[config.mk]
export PLATFORM = sky130hd
export DESIGN_NAME = controlador_calculadora
export DESIGN_NICKNAME = d
export VERILOG_FILES = /design/src/rtl/controlador_calculadora.sv
export SDC_FILE = /design/constraint.sdc
export NUM_CORES = 1
export LEC_CHECK = 0
export ABC_CLOCK_PERIOD_IN_PS = 9000
export BUFFER_PORTS_ARGS = -buffer_cell sky130_fd_sc_hd__buf_2
export CAP_MARGIN = 10
export CORE_MARGIN = 1.5
export CORE_UTILIZATION = 35
export CTS_CLUSTER_DIAMETER = 40
export DETAILED_ROUTE_END_ITERATION = 12
export PLACE_DENSITY = 0.55
export SLEW_MARGIN = 5
export SYNTH_ARGS = -nofsm -noshare
export SYNTH_HDL_FRONTEND = slang
export SYNTH_SLANG_ARGS = --single-unit
export TNS_END_PERCENT = 1
[constraint.sdc]
create_clock -name clk -period 9 [get_ports clk]
set_input_delay 0.9 -clock clk [delete_from_list [all_inputs] [get_ports clk]]
set_output_delay 0.9 -clock clk [all_outputs]
set_load 0.05 [all_outputs]
[src/rtl/controlador_calculadora.sv]
// Calculator entry/compute controller: accumulates two decimal operands, latches the operation, evaluates on equals.
// Optional backspace on key 1111 is built only when APAGAR_EN is defined.
module controlador_calculadora #(
    parameter int unsigned NUM_DIGITOS = 4,
    parameter int unsigned LARGURA     = 14
) (
    input  logic               clk,
    input  logic               rst,
    input  logic [3:0]         dado,
    input  logic               dado_valido,
    input  logic [1:0]         op_codificada,
    input  logic               eh_igual,
    output logic [LARGURA-1:0] valor_display,
    output logic               negativo,
    output logic               erro,
    output logic               pronto
);
    localparam int unsigned MAX    = 10**NUM_DIGITOS - 1;
    localparam int unsigned CW     = $clog2(NUM_DIGITOS + 1);
    localparam int unsigned CALC_W = 2 * LARGURA;

    localparam logic [1:0] OP_ADD  = 2'b11;
    localparam logic [1:0] OP_SUB  = 2'b10;
    localparam logic [1:0] OP_MUL  = 2'b01;
    localparam logic [1:0] OP_NONE = 2'b00;
    localparam logic [3:0] K_CLEAR = 4'b1110;
`ifdef APAGAR_EN
    localparam logic [3:0] K_APAGA = 4'b1111;
`endif

    typedef enum logic [2:0] {S_A, S_B, S_CALC, S_RES, S_ERRO} estado_t;

    estado_t            state_q, state_d;
    logic [LARGURA-1:0] a_q, a_d, b_q, b_d, res_q, res_d, disp_q, disp_d;
    logic [CW-1:0]      cnt_a_q, cnt_a_d, cnt_b_q, cnt_b_d;
    logic [1:0]         op_q, op_d;
    logic               neg_q, neg_d, erro_q, erro_d, pronto_q, pronto_d;

    logic               eh_digito, eh_op;
    logic [LARGURA-1:0] digito;
    logic [CALC_W-1:0]  a_ext, b_ext, calc_mag;
    logic               calc_neg, calc_ovf;

    assign eh_digito = (dado <= 4'd9);
    assign eh_op     = (op_codificada != OP_NONE);
    assign digito    = LARGURA'(dado);

    // Evaluation datapath, wide enough that the product never wraps before the range check.
    always_comb begin
        a_ext    = CALC_W'(a_q);
        b_ext    = CALC_W'(b_q);
        calc_mag = a_ext;
        calc_neg = 1'b0;
        case (op_q)
            OP_ADD: calc_mag = a_ext + b_ext;
            OP_SUB: begin
                calc_neg = (a_q < b_q);
                calc_mag = calc_neg ? (b_ext - a_ext) : (a_ext - b_ext);
            end
            OP_MUL: calc_mag = a_ext * b_ext;
            default: calc_mag = a_ext;
        endcase
        calc_ovf = (calc_mag > CALC_W'(MAX));
    end

    // Next-state and registered-output logic.
    always_comb begin
        state_d  = state_q;
        a_d      = a_q;
        b_d      = b_q;
        res_d    = res_q;
        disp_d   = disp_q;
        cnt_a_d  = cnt_a_q;
        cnt_b_d  = cnt_b_q;
        op_d     = op_q;
        neg_d    = neg_q;
        erro_d   = erro_q;
        pronto_d = 1'b0;

        if (state_q == S_CALC) begin
            if (calc_ovf) begin
                erro_d  = 1'b1;
                disp_d  = '0;
                state_d = S_ERRO;
            end else begin
                res_d    = LARGURA'(calc_mag);
                disp_d   = LARGURA'(calc_mag);
                neg_d    = calc_neg;
                pronto_d = 1'b1;
                state_d  = S_RES;
            end
        end else if (dado_valido) begin
            if (dado == K_CLEAR) begin
                state_d = S_A;
                a_d     = '0;
                b_d     = '0;
                res_d   = '0;
                disp_d  = '0;
                cnt_a_d = '0;
                cnt_b_d = '0;
                op_d    = OP_NONE;
                neg_d   = 1'b0;
                erro_d  = 1'b0;
            end else begin
                case (state_q)
                    S_A: begin
                        if (eh_digito) begin
                            // A leading zero keeps the operand at zero without spending a digit slot.
                            if (!(a_q == '0 && dado == 4'd0) && cnt_a_q < CW'(NUM_DIGITOS)) begin
                                a_d     = a_q * LARGURA'(10) + digito;
                                cnt_a_d = cnt_a_q + CW'(1);
                                disp_d  = a_q * LARGURA'(10) + digito;
                            end
                        end else if (eh_op) begin
                            op_d    = op_codificada;
                            b_d     = '0;
                            cnt_b_d = '0;
                            disp_d  = '0;
                            state_d = S_B;
                        end else if (eh_igual) begin
                            op_d    = OP_NONE;
                            state_d = S_CALC;
                        end
`ifdef APAGAR_EN
                        else if (dado == K_APAGA && cnt_a_q != '0) begin
                            a_d     = a_q / LARGURA'(10);
                            cnt_a_d = cnt_a_q - CW'(1);
                            disp_d  = a_q / LARGURA'(10);
                        end
`endif
                    end
                    S_B: begin
                        if (eh_digito) begin
                            if (!(b_q == '0 && dado == 4'd0) && cnt_b_q < CW'(NUM_DIGITOS)) begin
                                b_d     = b_q * LARGURA'(10) + digito;
                                cnt_b_d = cnt_b_q + CW'(1);
                                disp_d  = b_q * LARGURA'(10) + digito;
                            end
                        end else if (eh_op) begin
                            if (cnt_b_q == '0) op_d = op_codificada;
                        end else if (eh_igual) begin
                            state_d = S_CALC;
                        end
`ifdef APAGAR_EN
                        else if (dado == K_APAGA && cnt_b_q != '0) begin
                            b_d     = b_q / LARGURA'(10);
                            cnt_b_d = cnt_b_q - CW'(1);
                            disp_d  = b_q / LARGURA'(10);
                        end
`endif
                    end
                    S_RES: begin
                        if (eh_digito) begin
                            a_d     = digito;
                            cnt_a_d = CW'(1);
                            neg_d   = 1'b0;
                            disp_d  = digito;
                            state_d = S_A;
                        end else if (eh_op && !neg_q) begin
                            // Chaining: the held result becomes the first operand.
                            a_d     = res_q;
                            op_d    = op_codificada;
                            b_d     = '0;
                            cnt_b_d = '0;
                            disp_d  = '0;
                            state_d = S_B;
                        end
                    end
                    default: ;
                endcase
            end
        end
    end

    always_ff @(posedge clk) begin
        if (rst) begin
            state_q  <= S_A;
            a_q      <= '0;
            b_q      <= '0;
            res_q    <= '0;
            disp_q   <= '0;
            cnt_a_q  <= '0;
            cnt_b_q  <= '0;
            op_q     <= OP_NONE;
            neg_q    <= 1'b0;
            erro_q   <= 1'b0;
            pronto_q <= 1'b0;
        end else begin
            state_q  <= state_d;
            a_q      <= a_d;
            b_q      <= b_d;
            res_q    <= res_d;
            disp_q   <= disp_d;
            cnt_a_q  <= cnt_a_d;
            cnt_b_q  <= cnt_b_d;
            op_q     <= op_d;
            neg_q    <= neg_d;
            erro_q   <= erro_d;
            pronto_q <= pronto_d;
        end
    end

    assign valor_display = disp_q;
    assign negativo      = neg_q;
    assign erro          = erro_q;
    assign pronto        = pronto_q;

endmodule

==> impl_metrics.py, run 1 <==
metrics = {
    "sta": {
        "layout_worst_path_cycle_share_pct": 92.3,
        "min_period_ps": 8310,
        "final.setup.worst_slack_ps": 690,
        "worst-slew-pin-transition_ps": 1060,
        "rsz0062_at_grt": "no",
        "clock.fmax_ghz": 0.120,
        "tns_ps": 0,
        "finClkSkew_ps": 14.4,
        "finalMaxSlewViolations": 0,
        "timing.final.hold_violations": 0,
        "max-slew-margin-rel_pct": 28.8,
        "setup_viol_count_final": 0,
    },
    "setup_path": {
        "worst_path_max_delay_cell": "sky130_fd_sc_hd__dfxtp_1",
        "timing.critical_path.from_type": "flop",
        "worst_setup_path_end_kind": "flop",
        "critPathCapture": "res_q[8]",
        "ff2ff_path_depth": 26,
        "worst-setup-path-type": "flop to flop",
        "critical-path-max-stage-delay_ps": 760,
        "critical_path_required_ps": 9260,
        "timing.critical_path.arrival_ps": 8570,
        "regToRegStartpoint": "a_q[6]",
        "worstPathBufferInverterCount": 7,
        "path_max_fanout": 19,
        "setup.reg_to_reg.worst_slack_ps": 690,
        "worstSetupStartpoint": "a_q[6]",
        "critical_path.top_delay_family": "adder cells",
        "critical_path_depth_in_cells": 26,
        "worst_r2r_endpoint": "res_q[8]",
    },
    "global_route": {
        "via_count_of_the_first_global_routing_pass": 12900,
        "grt_start_max_net_pins": 48,
        "grt_util_all_layers_pct": 23.8,
        "gr-total-overflow": 0,
        "grt_first_pass_wirelength_mm": 75.8,
        "grt_antenna_before_repair": 1,
    },
    "detailed_routing": {
        "detailedRoute.firstPassIterationCount": 8,
        "post_drt_via_cell_ratio": 5.66,
        "routed_wl_mm": 49.4,
        "drc": 0,
        "detailedRoute.firstIterationViolations": 1113,
        "route.detailed.wl_per_inst_um": 21.3,
        "route.antenna.remaining_nets": 0,
        "routed-via-count": 13100,
    },
    "status": {
        "run_status": "finished clean",
    },
    "clock_network": {
        "numCtsBuffers": 9,
        "postCtsSetupBuffers": 0,
        "cts_hold_buf": 0,
        "cts.reportedPaths.clkPinSlew_ps": 60,
        "postCtsResizedCells": 0,
        "cts_tree": "yes",
        "clockRootBuffer": "sky130_fd_sc_hd__clkbuf_16",
        "insertion_delay_ps": 350,
        "cts-root-to-sink-buffers": 2,
        "tritoncts_num_sinks": 70,
        "htree_num_levels": 3,
    },
    "placement": {
        "buffer_ports.inserted": 26,
        "globalplace.congestion": 0.941,
        "hpwlAfterDp_mm": 39.1,
        "pre_cts_slack_ps": 806,
    },
    "synth": {
        "post-synth-top-area-cell": "sky130_fd_sc_hd__fa_1",
        "synth_async_sr_flop_share_pct": 0,
        "yosysWarningCount": 0,
        "synth_edf_count": 0,
        "main_flop_type_after_synthesis": "sky130_fd_sc_hd__dfxtp_1",
        "post_synth_instance_area_um2": 14000,
        "ys_types": 92,
        "syn-instance-count": 1800,
        "ys_ff_latch": 70,
        "post-synth-top-area-fraction_pct": 21.1,
        "sequential_share_of_the_synthesized_area_pct": 9.98,
        "netlist_top_cells_area": "sky130_fd_sc_hd__fa_1, sky130_fd_sc_hd__ha_1, sky130_fd_sc_hd__dfxtp_1",
        "synth_fp_nets": 2139,
        "synthesis.area_per_instance_um2": 7.80,
    },
    "worst_hold_path": {
        "holdCritStartpoint": "erro",
        "min-delay-path-class": "flop to flop",
    },
    "die": {
        "die_height_um": 203,
        "placeableCoreArea_um2": 39600,
        "fp.dieW_um": 203,
        "placement_rows": 73,
        "io_pins": 27,
        "die-area_um2": 41300,
        "floorplan.initialDensity_pct": 35.4,
    },
    "power": {
        "report.power.total_mw": 1.66,
        "power_density_nw_per_um2": 110,
        "leakage_nw": 7.12,
        "vdd_drop_max_uv": 111,
    },
    "final_layout": {
        "num-fill-cells": 4199,
        "drive_above_1_share_pct": 6.73,
        "synthToLayoutAreaGrowth_pct": 7.75,
        "fin_nets": 2133,
    },
    "job": {
        "max-cap-violations": 0,
    },
}
-- logic make-up (layout without fill, tap and decap cells) --
kind of cell	count (synthesis)	count (layout)	synth area share, %
other	0	1	0
AOI/OAI and AO/OA	424	424	20.0
buffers and inverters	317	315	8.63
DFF	70	70	9.98
adders and majority gates	329	329	37.2
and+or+nand+nor	580	580	18.8
muxes	17	17	1.32
xor gates and xnor gates	63	63	4.03
-- power by group --
group / internal (mW) / switching [mW]
clock network: 0.243 / 0.155
registers: 0.339 / 0.0372
logic: 0.284 / 0.601
total: 0.865 / 0.793
-- worst reg2reg max path: cells and delay by family (launching register included) --
kind	cells	cell delay [ps]
compound gates	7	1970
flops	1	760
buf+inv	7	830
fa+ha+maj	7	3140
simple gates	4	1370
xor+xnor	1	150
-- worst min-delay path by stage --
stage / cells after the start / end / slack, ps
final: 1 / erro / 470
after global routing: 2 / res_q[13] / 490
after CTS: 2 / res_q[13] / 470
after detailed placement: 2 / res_q[13] / 460
after global placement: 2 / res_q[5] / 460
after floorplan: 2 / res_q[9] / 440
-- flip-flops by register name, indices dropped and copies added, names as in the netlist --
name,cells
a_q,14
valor_display,14
erro,1
cnt_b_q,3
negativo,1
op_q,2
b_q,14
pronto,1
state_q,3
res_q,14
cnt_a_q,3
-- metal layers --
layer	part of all wire [%]	wire length, µm	track usage [%]
met1	44	21700	32.1
met2	46	22700	39.2
met3	7.9	3900	4.59
met4	2.3	1120	5.95
met5	0	0	0
-- final cells by class --
type | instances | area, µm² | share of cell area (%)
multi-input cells | 1413 | 11400 | 75.6
flip-flops and latches | 70 | 1400 | 9.27
inverters | 233 | 875 | 5.78
well taps | 525 | 657 | 4.34
repair buffers | 67 | 438 | 2.90
clock buffers | 10 | 229 | 1.51
clock inverters | 5 | 83.8 | 0.554
diodes | 1 | 2.50 | 0.0165
-- placed cells by master, fill, tap and decap left out, types with 13 or more instances in the layout --
master and count:
sky130_fd_sc_hd__dfxtp_1 70, sky130_fd_sc_hd__inv_1 221, sky130_fd_sc_hd__fa_1 148, sky130_fd_sc_hd__xnor2_1 42
sky130_fd_sc_hd__nor2_1 208, sky130_fd_sc_hd__nand3_1 27, sky130_fd_sc_hd__nand2b_1 20, sky130_fd_sc_hd__a22oi_1 15
sky130_fd_sc_hd__mux2i_1 14, sky130_fd_sc_hd__a21o_1 32, sky130_fd_sc_hd__o21ai_0 75, sky130_fd_sc_hd__nand2_1 194
sky130_fd_sc_hd__xor2_1 20, sky130_fd_sc_hd__a21oi_1 123, sky130_fd_sc_hd__a211oi_1 19, sky130_fd_sc_hd__buf_4 41
sky130_fd_sc_hd__o211ai_1 16, sky130_fd_sc_hd__a31oi_1 21, sky130_fd_sc_hd__buf_2 26, sky130_fd_sc_hd__nor3_1 29
sky130_fd_sc_hd__ha_1 181, sky130_fd_sc_hd__nor2b_1 13
-- metrics by stage --
| stage | hold slack (ps) | cell area (µm²) | instances | utilization (%) |
|---|---|---|---|---|
| after floorplan | 438 | 14000 | 1800 | - |
| after global placement | 457 | 14800 | 2308 | 37.4 |
| after detailed placement | 462 | 14800 | 2308 | 37.4 |
| after CTS | 472 | 15100 | 2323 | 38.1 |
| after global routing | 488 | 15100 | 2323 | 38.1 |
| final | 468 | 15100 | 2324 | 38.2 |
-- synthesized netlist by cell type, types with 8 or more instances --
library cell	count
sky130_fd_sc_hd__o21ai_0	75
sky130_fd_sc_hd__dfxtp_1	70
sky130_fd_sc_hd__inv_1	221
sky130_fd_sc_hd__or3_1	12
sky130_fd_sc_hd__clkinv_1	11
sky130_fd_sc_hd__nor2_1	208
sky130_fd_sc_hd__o22ai_1	8
sky130_fd_sc_hd__a22oi_1	15
sky130_fd_sc_hd__o31ai_1	9
sky130_fd_sc_hd__xnor2_1	42
sky130_fd_sc_hd__fa_1	148
sky130_fd_sc_hd__o211ai_1	16
sky130_fd_sc_hd__nor2b_1	13
sky130_fd_sc_hd__nand3_1	27
sky130_fd_sc_hd__and3_1	11
sky130_fd_sc_hd__a211oi_1	19
sky130_fd_sc_hd__a21o_1	32
sky130_fd_sc_hd__a31oi_1	21
sky130_fd_sc_hd__o21a_1	11
sky130_fd_sc_hd__nand2b_1	20
sky130_fd_sc_hd__clkbuf_1	74
sky130_fd_sc_hd__ha_1	181
sky130_fd_sc_hd__nor4_1	10
sky130_fd_sc_hd__xor2_1	20
sky130_fd_sc_hd__mux2i_1	14
sky130_fd_sc_hd__a21oi_1	123
sky130_fd_sc_hd__nand3b_1	8
sky130_fd_sc_hd__nor3_1	29
sky130_fd_sc_hd__nand2_1	194
(Power assumes the default switching activity.)
==> run 2, diff against run 1 <==
- ABC_AREA: default -> 1
- CAP_MARGIN: 10 -> default
- PLACE_DENSITY: 0.55 -> 0.54
==> impl_metrics.py, run 2 <==
metrics = {
    "clock_network": {
        "htree_num_levels": 3,
        "numCtsBuffers": 9,
        "cts_tree": "yes",
        "postCtsSetupBuffers": 0,
        "clockRootBuffer": "sky130_fd_sc_hd__clkbuf_16",
        "cts.reportedPaths.clkPinSlew_ps": 60,
        "cts-root-to-sink-buffers": 2,
        "postCtsResizedCells": 0,
        "cts_hold_buf": 0,
        "insertion_delay_ps": 340,
        "tritoncts_num_sinks": 70,
    },
    "sta": {
        "clock.fmax_ghz": 0.132,
        "worst-slew-pin-transition_ps": 1070,
        "rsz0062_at_grt": "no",
        "finClkSkew_ps": 7.75,
        "finalMaxSlewViolations": 0,
        "min_period_ps": 7570,
        "tns_ps": 0,
        "layout_worst_path_cycle_share_pct": 84.1,
        "max-slew-margin-rel_pct": 28.5,
        "timing.final.hold_violations": 0,
        "setup_viol_count_final": 0,
    },
    "synth": {
        "post-synth-top-area-fraction_pct": 19.7,
        "ys_ff_latch": 70,
        "netlist_top_cells_area": "sky130_fd_sc_hd__fa_1, sky130_fd_sc_hd__nand2_1, sky130_fd_sc_hd__ha_1",
        "synth_async_sr_flop_share_pct": 0,
        "synthesis.area_per_instance_um2": 6.57,
        "main_flop_type_after_synthesis": "sky130_fd_sc_hd__dfxtp_1",
        "synth_edf_count": 0,
        "post-synth-top-area-cell": "sky130_fd_sc_hd__fa_1",
        "post_synth_instance_area_um2": 15100,
        "yosysWarningCount": 0,
        "syn-instance-count": 2292,
        "synth.most_common_cell": "sky130_fd_sc_hd__nand2_1",
        "yosys-top-cells-count": "sky130_fd_sc_hd__nand2_1, sky130_fd_sc_hd__inv_1, sky130_fd_sc_hd__ha_1",
        "synth_fp_nets": 2631,
        "ys_types": 58,
        "sequential_share_of_the_synthesized_area_pct": 9.30,
    },
    "setup_path": {
        "critical-path-max-stage-delay_ps": 1020,
        "path_max_fanout": 20,
        "worstPathBufferInverterCount": 5,
        "critical_path.top_delay_family": "adder cells",
        "timing.critical_path.arrival_ps": 7840,
        "worst-setup-path-type": "flop to flop",
        "critPathMostFrequentCell": "sky130_fd_sc_hd__fa_1",
        "worst_setup_path_end_kind": "flop",
        "timing.critical_path.from_type": "flop",
        "worst_path_max_delay_cell": "sky130_fd_sc_hd__dfxtp_1",
        "critical_path_required_ps": 9270,
    },
    "global_route": {
        "gr-total-overflow": 0,
        "grt_util_all_layers_pct": 25.4,
        "grt_antenna_before_repair": 0,
        "via_count_of_the_first_global_routing_pass": 14700,
        "grt_start_max_net_pins": 49,
        "grt_first_pass_wirelength_mm": 86.3,
    },
    "worst_hold_path": {
        "min-delay-path-class": "flop to flop",
    },
    "die": {
        "placeableCoreArea_um2": 42200,
        "io_pins": 27,
        "die_height_um": 210,
        "fp.dieW_um": 210,
        "placement_rows": 75,
        "die-area_um2": 44300,
        "floorplan.initialDensity_pct": 35.7,
    },
    "detailed_routing": {
        "routed-via-count": 14900,
        "post_drt_via_cell_ratio": 5.27,
        "detailedRoute.firstPassIterationCount": 5,
        "routed_wl_mm": 55.6,
        "route.detailed.wl_per_inst_um": 19.7,
        "drc": 0,
        "route.antenna.remaining_nets": 0,
        "detailedRoute.firstIterationViolations": 972,
    },
    "final_layout": {
        "multi_input_comb_area_um2": 11500,
        "area.sequential_um2": 1400,
        "drive_above_1_share_pct": 5.17,
        "post_layout_nonfiller_instances": 2823,
        "fin_nets": 2618,
        "most-common-layout-cells": "sky130_fd_sc_hd__nand2_1, sky130_fd_sc_hd__inv_1, sky130_fd_sc_hd__ha_1",
        "most_common_cell_after_layout_fill_and_taps_aside": "sky130_fd_sc_hd__nand2_1",
        "antenna_cells": 0,
        "num-fill-cells": 4661,
        "synthToLayoutAreaGrowth_pct": 6.29,
    },
    "placement": {
        "buffer_ports.inserted": 26,
        "globalplace.congestion": 0.946,
        "hpwlAfterDp_mm": 45.2,
        "place_inst": 2807,
    },
    "power": {
        "power.internal_mw": 1.32,
        "share_of_total_power_consumed_by_net_switching_pct": 62.3,
        "leakage_nw": 8.95,
        "switching_power_mw": 2.19,
        "power_density_nw_per_um2": 219,
        "pwr-share-comb_pct": 74.5,
        "power.share.clock_pct": 10.2,
        "seq_power_share_pct": 15.3,
        "vdd_drop_max_uv": 179,
    },
    "job": {
        "max-cap-violations": 0,
    },
    "status": {
        "run_status": "finished clean",
    },
}
[run 2: power by group through the flow]
stage	Combinational (mW)	Clock (mW)	Sequential [mW]
final	2.61	0.359	0.537
after global routing	2.87	0.376	0.548
after CTS	2.57	0.364	0.533
after detailed placement	2.56	0	0.539
after global placement	2.57	0	0.536
after floorplan	1.77	0	0.572
[run 2: cell families (layout without fill, tap and decap cells)]
family / after synthesis / in the layout / share of synthesized area, %
buf+inv: 546 / 538 / 14.1
flops: 70 / 70 / 9.30
fa+ha+maj: 329 / 329 / 34.7
compound gates: 321 / 321 / 12.0
simple gates: 994 / 994 / 28.0
xor+xnor: 32 / 32 / 1.86
[run 2: final timing paths]
check / to / cells after the start / start / slack (ps)
min: erro / 2 / erro / 470
max reg2reg: valor_display[10] / 26 / a_q[6] / 1430
max: valor_display[10] / 26 / a_q[6] / 1430
min reg2reg: erro / 2 / erro / 470
[run 2: final cells by class]
class / count / area share, %
Inverter: 468 / 11.0
Sequential cell: 70 / 8.75
Clock inverter: 7 / 0.453
Multi-Input combinational cell: 1676 / 72.1
Clock buffer: 9 / 1.41
Tap cell: 539 / 4.21
Timing Repair Buffer: 54 / 2.13
[run 2: worst register-to-register path, delay by kind of cell, from the launching register on]
family          cells  cell delay (ps)
flops               1             1020
simple gates        9             1280
compound gates      4              990
fa+ha+maj           8             3730
buf+inv             5              490
[run 2: through the flow]
stage / area, µm² / utilization (%) / setup slack [ps] / total power, mW / hold WS [ps]
final: 16000 / 37.9 / 1430 / 3.51 / 469
after global routing: 16000 / 37.9 / 993 / 3.79 / 477
after CTS: 16000 / 37.9 / 1490 / 3.47 / 468
after detailed placement: 15700 / 37.2 / 1540 / 3.09 / 457
after global placement: 15700 / 37.2 / 1520 / 3.11 / 454
after floorplan: 15100 / - / 2780 / 2.34 / 448
[run 2: metal layers]
layer / wire (µm) / vias to the layer above / GRT usage, %
met5: 0 / - / 0
met4: 1660 / 0 / 7.81
met3: 3350 / 84 / 3.37
met2: 25100 / 470 / 41.3
met1: 25600 / 7137 / 35.1
li1: - / 7175 / -
